### src/rtl/lake_harness_pkg.sv
// Shared types and sizing helpers for the Lake tile run controller.
package lake_harness_pkg;

    typedef enum logic [2:0] {
        ST_IDLE  = 3'd0,
        ST_FLUSH = 3'd1,
        ST_GAP   = 3'd2,
        ST_RUN   = 3'd3,
        ST_DONE  = 3'd4
    } state_t;

    localparam int CFG_WORD_W = 32;

    function automatic int num_words(input int config_width);
        return (config_width + CFG_WORD_W - 1) / CFG_WORD_W;
    endfunction

    // Word-address width; kept at least one bit so a single-word config still has a port.
    function automatic int addr_width(input int words);
        return (words > 1) ? $clog2(words) : 1;
    endfunction

endpackage

### src/rtl/lake_cfg_word_reg.sv
// Wide config register loaded one 32-bit word at a time; the top word is
// truncated to CONFIG_WIDTH and addresses past the last word match nothing.
module lake_cfg_word_reg
    import lake_harness_pkg::*;
#(
    parameter  int CONFIG_WIDTH = 550,
    localparam int NUM_WORDS    = num_words(CONFIG_WIDTH),
    localparam int CFG_AW       = addr_width(NUM_WORDS)
) (
    input  logic                    clk,
    input  logic                    rst,
    input  logic                    wr_en,
    input  logic [CFG_AW-1:0]       addr,
    input  logic [CFG_WORD_W-1:0]   data,
    output logic [CONFIG_WIDTH-1:0] cfg
);

    for (genvar k = 0; k < NUM_WORDS; k++) begin : g_word
        localparam int LO = k * CFG_WORD_W;
        localparam int W  = (CONFIG_WIDTH - LO < CFG_WORD_W) ? CONFIG_WIDTH - LO : CFG_WORD_W;

        logic [W-1:0] word_q;

        always_ff @(posedge clk) begin
            if (rst) begin
                word_q <= '0;
            end else if (wr_en && addr == CFG_AW'(k)) begin
                word_q <= data[W-1:0];
            end
        end

        assign cfg[LO +: W] = word_q;
    end

endmodule

### src/rtl/lake_harness_ctrl.sv
// Run controller for a static Lake tile: config load, flush window, ramp
// stimulus and one-cycle-latency output capture.
//
//   state | meaning
//   IDLE  | after reset, config writes accepted, waiting for start
//   FLUSH | flush_out high for FLUSH_CYCLES cycles
//   GAP   | one quiet cycle, flush low and stimulus zero
//   RUN   | ramp stimulus for NUM_CYCLES cycles, capture each cycle
//   DONE  | run finished, stimulus held, config writes accepted
module lake_harness_ctrl
    import lake_harness_pkg::*;
#(
    parameter  int DATA_WIDTH   = 16,
    parameter  int CONFIG_WIDTH = 550,
    parameter  int NUM_IN       = 1,
    parameter  int NUM_OUT      = 1,
    parameter  int FLUSH_CYCLES = 10,
    parameter  int NUM_CYCLES   = 1000,
    parameter  int STRIDE       = 2,
    localparam int NUM_WORDS    = num_words(CONFIG_WIDTH),
    localparam int CFG_AW       = addr_width(NUM_WORDS)
) (
    input  logic                          clk,
    input  logic                          rst,
    input  logic                          cfg_write,
    input  logic [CFG_AW-1:0]             cfg_addr,
    input  logic [CFG_WORD_W-1:0]         cfg_data,
    input  logic                          start,
    output logic [CONFIG_WIDTH-1:0]       config_out,
    output logic                          flush_out,
    output logic [NUM_IN*DATA_WIDTH-1:0]  dut_in,
    input  logic [NUM_OUT*DATA_WIDTH-1:0] dut_out,
    output logic                          cap_valid,
    output logic [31:0]                   cap_idx,
    output logic [NUM_OUT*DATA_WIDTH-1:0] cap_data,
    output logic [63:0]                   cycle_count,
    output logic                          busy,
    output logic                          done
);

    localparam int          IW         = NUM_IN * DATA_WIDTH;
    localparam int          OW         = NUM_OUT * DATA_WIDTH;
    localparam logic [31:0] FLUSH_LAST = 32'(FLUSH_CYCLES - 1);
    localparam logic [31:0] RUN_LAST   = 32'(NUM_CYCLES - 1);
    localparam logic [31:0] STRIDE_W   = 32'(STRIDE);

    state_t        state_q, state_d;
    logic [31:0]   flush_cnt_q, flush_cnt_d;
    logic [31:0]   idx_q, idx_d;
    logic [IW-1:0] dut_in_d;
    logic          cap_valid_d;
    logic [31:0]   cap_idx_d;
    logic [OW-1:0] cap_data_d;
    logic          cfg_we;

    // Port p of run cycle i carries i*STRIDE + p, wrapping at the port width.
    function automatic logic [IW-1:0] ramp(input logic [31:0] i);
        logic [IW-1:0] r;
        logic [31:0]   v;
        r = '0;
        for (int p = 0; p < NUM_IN; p++) begin
            v = i * STRIDE_W + 32'(p);
            r[p*DATA_WIDTH +: DATA_WIDTH] = v[DATA_WIDTH-1:0];
        end
        return r;
    endfunction

    assign cfg_we = cfg_write && (state_q == ST_IDLE || state_q == ST_DONE);

    lake_cfg_word_reg #(
        .CONFIG_WIDTH (CONFIG_WIDTH)
    ) u_cfg (
        .clk   (clk),
        .rst   (rst),
        .wr_en (cfg_we),
        .addr  (cfg_addr),
        .data  (cfg_data),
        .cfg   (config_out)
    );

    always_comb begin
        state_d     = state_q;
        flush_cnt_d = flush_cnt_q;
        idx_d       = idx_q;
        dut_in_d    = dut_in;
        cap_valid_d = 1'b0;
        cap_idx_d   = cap_idx;
        cap_data_d  = cap_data;

        case (state_q)
            ST_IDLE, ST_DONE: begin
                if (start) begin
                    state_d     = ST_FLUSH;
                    flush_cnt_d = FLUSH_LAST;
                    dut_in_d    = '0;
                end
            end
            ST_FLUSH: begin
                if (flush_cnt_q == '0) begin
                    state_d  = ST_GAP;
                    dut_in_d = '0;
                end else begin
                    flush_cnt_d = flush_cnt_q - 32'd1;
                end
            end
            ST_GAP: begin
                state_d  = ST_RUN;
                idx_d    = '0;
                dut_in_d = ramp(32'd0);
            end
            ST_RUN: begin
                // Capture lands the cycle after the RUN cycle it belongs to.
                cap_valid_d = 1'b1;
                cap_idx_d   = idx_q;
                cap_data_d  = dut_out;
                if (idx_q == RUN_LAST) begin
                    state_d = ST_DONE;
                end else begin
                    idx_d    = idx_q + 32'd1;
                    dut_in_d = ramp(idx_q + 32'd1);
                end
            end
            default: begin
                state_d = ST_IDLE;
            end
        endcase
    end

    always_ff @(posedge clk) begin
        if (rst) begin
            state_q     <= ST_IDLE;
            flush_cnt_q <= '0;
            idx_q       <= '0;
            flush_out   <= 1'b0;
            dut_in      <= '0;
            cap_valid   <= 1'b0;
            cap_idx     <= '0;
            cap_data    <= '0;
            cycle_count <= '0;
            busy        <= 1'b0;
            done        <= 1'b0;
        end else begin
            state_q     <= state_d;
            flush_cnt_q <= flush_cnt_d;
            idx_q       <= idx_d;
            flush_out   <= (state_d == ST_FLUSH);
            dut_in      <= dut_in_d;
            cap_valid   <= cap_valid_d;
            cap_idx     <= cap_idx_d;
            cap_data    <= cap_data_d;
            cycle_count <= cycle_count + 64'd1;
            busy        <= (state_d inside {ST_FLUSH, ST_GAP, ST_RUN});
            done        <= (state_d == ST_DONE);
        end
    end

endmodule

### config.mk
export PLATFORM = sky130hd
export DESIGN_NAME = lake_harness_ctrl
export DESIGN_NICKNAME = d
export VERILOG_FILES = /design/src/rtl/lake_harness_pkg.sv /design/src/rtl/lake_cfg_word_reg.sv /design/src/rtl/lake_harness_ctrl.sv
export SDC_FILE = /design/constraint.sdc
export NUM_CORES = 2
export LEC_CHECK = 0
export ABC_AREA = 1
export CAP_MARGIN = 25
export CORE_MARGIN = 3
export CORE_UTILIZATION = 35
export CTS_CLUSTER_DIAMETER = 60
export DETAILED_ROUTE_END_ITERATION = 16
export PLACE_DENSITY = 0.55
export SYNTH_ARGS = -nofsm -noshare
export SYNTH_HDL_FRONTEND = slang
export SYNTH_HIERARCHICAL = 1
export SYNTH_SLANG_ARGS = --single-unit
### constraint.sdc
create_clock -name clk -period 3 [get_ports clk]
set_input_delay 0.3 -clock clk [delete_from_list [all_inputs] [get_ports clk]]
set_output_delay 0.3 -clock clk [all_outputs]
set_load 0.02 [all_outputs]
==> run summary <==
CTS max path bufs - 3
Hold WS - 0.2329 ns
Horiz. Die Dim - 321.8 µm
root buffer cell - clkbuf_16
DRC - 0
CP max stage delay - 0.42 ns
GR Util met1 - 34.51%
Avg Vias per Cell - 4.619
DP HPWL - 95950 µm
final setup TNS - 0 ns
Crit Path Category - flip-flop to flip-flop
synthesized flop and latch total - 748
Sink Count - 748
max-slew violation count - 0
critical path buffer and inverter count - 3
CP Cell Sequence - nor2_1 -> inv_1 -> nor2_1 -> nand2_1 -> nor2_4 -> nand2_1 -> buf_4 -> nand2_1 -> inv_1 -> nor2_1
asr flop ratio synth - 0%
clock slew at reported path FFs - 0.06 ns
final wirelength - 139000 µm
Pre-antenna DRT Iters - 6
Avg WL per Cell - 18.36 µm
Final nets - 6269
layout cells sized above 1 - 5.141%
Lkg Pwr - 0.02057 µW
CTS tree - yes
Critical Path Stages - 10
status - finished, final reports clean
FP Rows - 115
HP Class - input pin to flip-flop
Worst-Margin Slew - 0.9986 ns
Max-Cap Viols - 0
Layout area overhead - 34.62%
Final Cycle Share - 81.39%
RSZ-0062 raised after global routing - no
Worst Setup End Kind - flip-flop
top cells by area, synth - dfxtp_1, nand2_1, inv_1, nor2_1, nand3_1
Starting Density - 35.40%
Slew headroom - 33.43%
H-tree depth - 3
Final Power - 28210 µW
grt total ovfl - 0
setup violators final - 0
Startpoint Class - flip-flop
I/O pins - 739
M3 GR Usage - 6.045%
largest net degree at the start of global routing - 110
die span in y - 321.8 µm
via count - 34971
vias in the first global route - 31459
DR iter-0 viols - 2886
share of the synthesized area in the top cell type - 42.91%
Syn. warnings - 6
Peak VDD IR - 0.3729 mV
Core ar. - 0.09856 mm²
Most Used Layer, Global Route - met2
first-pass GRT wire length - 204800 µm
DIE AREA - 0.1035 mm²
CTS resizes - 0
post-route ant nets - 0
postcts setup bufs - 0
crit path time final - 2.442 ns
number of flops mapped to enable cells by yosys - 0
Final Hold Vio Count - 0
cell with the most instances after synthesis - nand2_1
gpl congestion - 0.9150
Total GRT Usage - 25.86%
Num CTS Buffers - 95
CP max stage cell - nor2_4
Worst Reg-to-Reg Cells - 10
crit-path max FO - 32
power per cell area - 600.5 mW/mm²
Crit path required time - 3.59 ns
global routing usage on met2 - 41.16%
Clock Latency Late Sink - 0.66 ns
skew final - 0.02126 ns
CP top delay family - simple AND/OR/NAND/NOR gates
Synth Instances - 5575
Crit path arrival time - 3.03 ns
post-synthesis sequential area ratio - 42.91%
final core utilization - 47.66%
fmax - 409.5 MHz
Net Count, Synth - 5635
initial antenna violation count - 3
Worst Hold Depth - 3
synth unique cells - 41
area leader, netlist - dfxtp_1
I/O Buffers - 737
Cell Area, Synth - 0.03490 mm²
ys flop type - dfxtp_1
mean area per synthesized cell - 6.259 µm²
Synth top cells by count - nand2_1, inv_1, nor2_1
[layout make-up]
cell class	instances	area, µm²
multi-input combinational	3446	14630
timing repair buffer	837	8441
clock buffer	130	2761
clock inverter	41	491.7
inverter	1081	4066
antenna	1	2.502
fill	10063	51590
tap	1287	1610
sequential	748	14970
[final timing paths]
kind | from | to | slack [ns]
max reg2reg | state_q[1] | u_cfg/g_word[3].word_q[17] | 0.56
min reg2reg | cap_idx[5] | cap_idx[5] | 0.47
max | state_q[1] | u_cfg/g_word[3].word_q[17] | 0.56
min | dut_out[3] | cap_data[3] | 0.23
[cells in the final DEF, fill, tap and decap left out, types with 12 or more instances in the layout]
| cell | synthesis | layout |
|---|---|---|
| clkdlybuf4s50_1 | 0 | 736 |
| xor2_1 | 22 | 22 |
| clkbuf_1 | 140 | 12 |
| nor2_2 | 19 | 16 |
| clkbuf_8 | 0 | 21 |
| a21oi_1 | 151 | 151 |
| clkinv_2 | 0 | 20 |
| nand2_1 | 1458 | 1458 |
| nand4_1 | 49 | 49 |
| nand3_1 | 553 | 546 |
| o21ai_0 | 74 | 74 |
| buf_12 | 0 | 25 |
| dfxtp_1 | 748 | 748 |
| clkbuf_16 | 0 | 97 |
| nor3_1 | 48 | 48 |
| nor2_1 | 1013 | 1007 |
| buf_4 | 5 | 75 |
| inv_1 | 1077 | 1077 |
[sequential cells by signal, indices dropped and copies added (netlist names)]
name / count
cap_data: 16
flush_cnt_q: 32
state_q: 3
done: 1
cap_valid: 1
dut_in: 15
cap_idx: 32
idx_q: 32
busy: 1
flush_out: 1
u_cfg/g_word.word_q: 550
cycle_count: 64
[per-layer routing]
metal	up-vias	share of wire (%)
met3	154	7.9
li1	17787	-
met5	-	0
met1	15854	44
met2	1176	45
met4	0	3.0
[cell families (layout without fill, tap and decap cells)]
group	after synthesis	after routing	share of synthesized area [%]
AOI/OAI and AO/OA	235	235	3.453
xor gates and xnor gates	29	29	0.7278
adders and majority gates	3	3	0.1076
buffers and inverters	1381	2089	15.44
DFF	748	748	42.91
other	1	2	0.01075
and+or+nand+nor	3178	3178	37.35
[power by group]
part	switching (µW)	total, µW	leakage (µW)	internal (µW)
Sequential	298	10600	0.00604	10300
Combinational	3860	5710	0.0129	1850
Clock	4670	11900	0.00161	7210
[worst register-to-register path, delay by kind of cell (launching register included)]
| family | cells | cell delay [ns] |
|---|---|---|
| buffers and inverters | 3 | 0.41 |
| DFF | 1 | 0.35 |
| and+or+nand+nor | 7 | 1.61 |
[stage by stage]
step | setup WS [ns] | instances | instance area, µm²
2_1_floorplan | 1.139 | 5575 | 34900
3_3_place_gp | 0.2691 | 7398 | 43710
3_5_place_dp | 0.2246 | 7398 | 43710
4_1_cts | 0.5248 | 7570 | 46980
5_1_grt | 0.3681 | 7570 | 46980
6_report | 0.5582 | 7571 | 46980
[repair_timing]
action | 4_1_cts | 5_1_grt
setup endpoints to repair | 0 | 0
hold buffers | 1 | 0
hold endpoints to repair | 2 | 0
(Power assumes the default switching activity.)
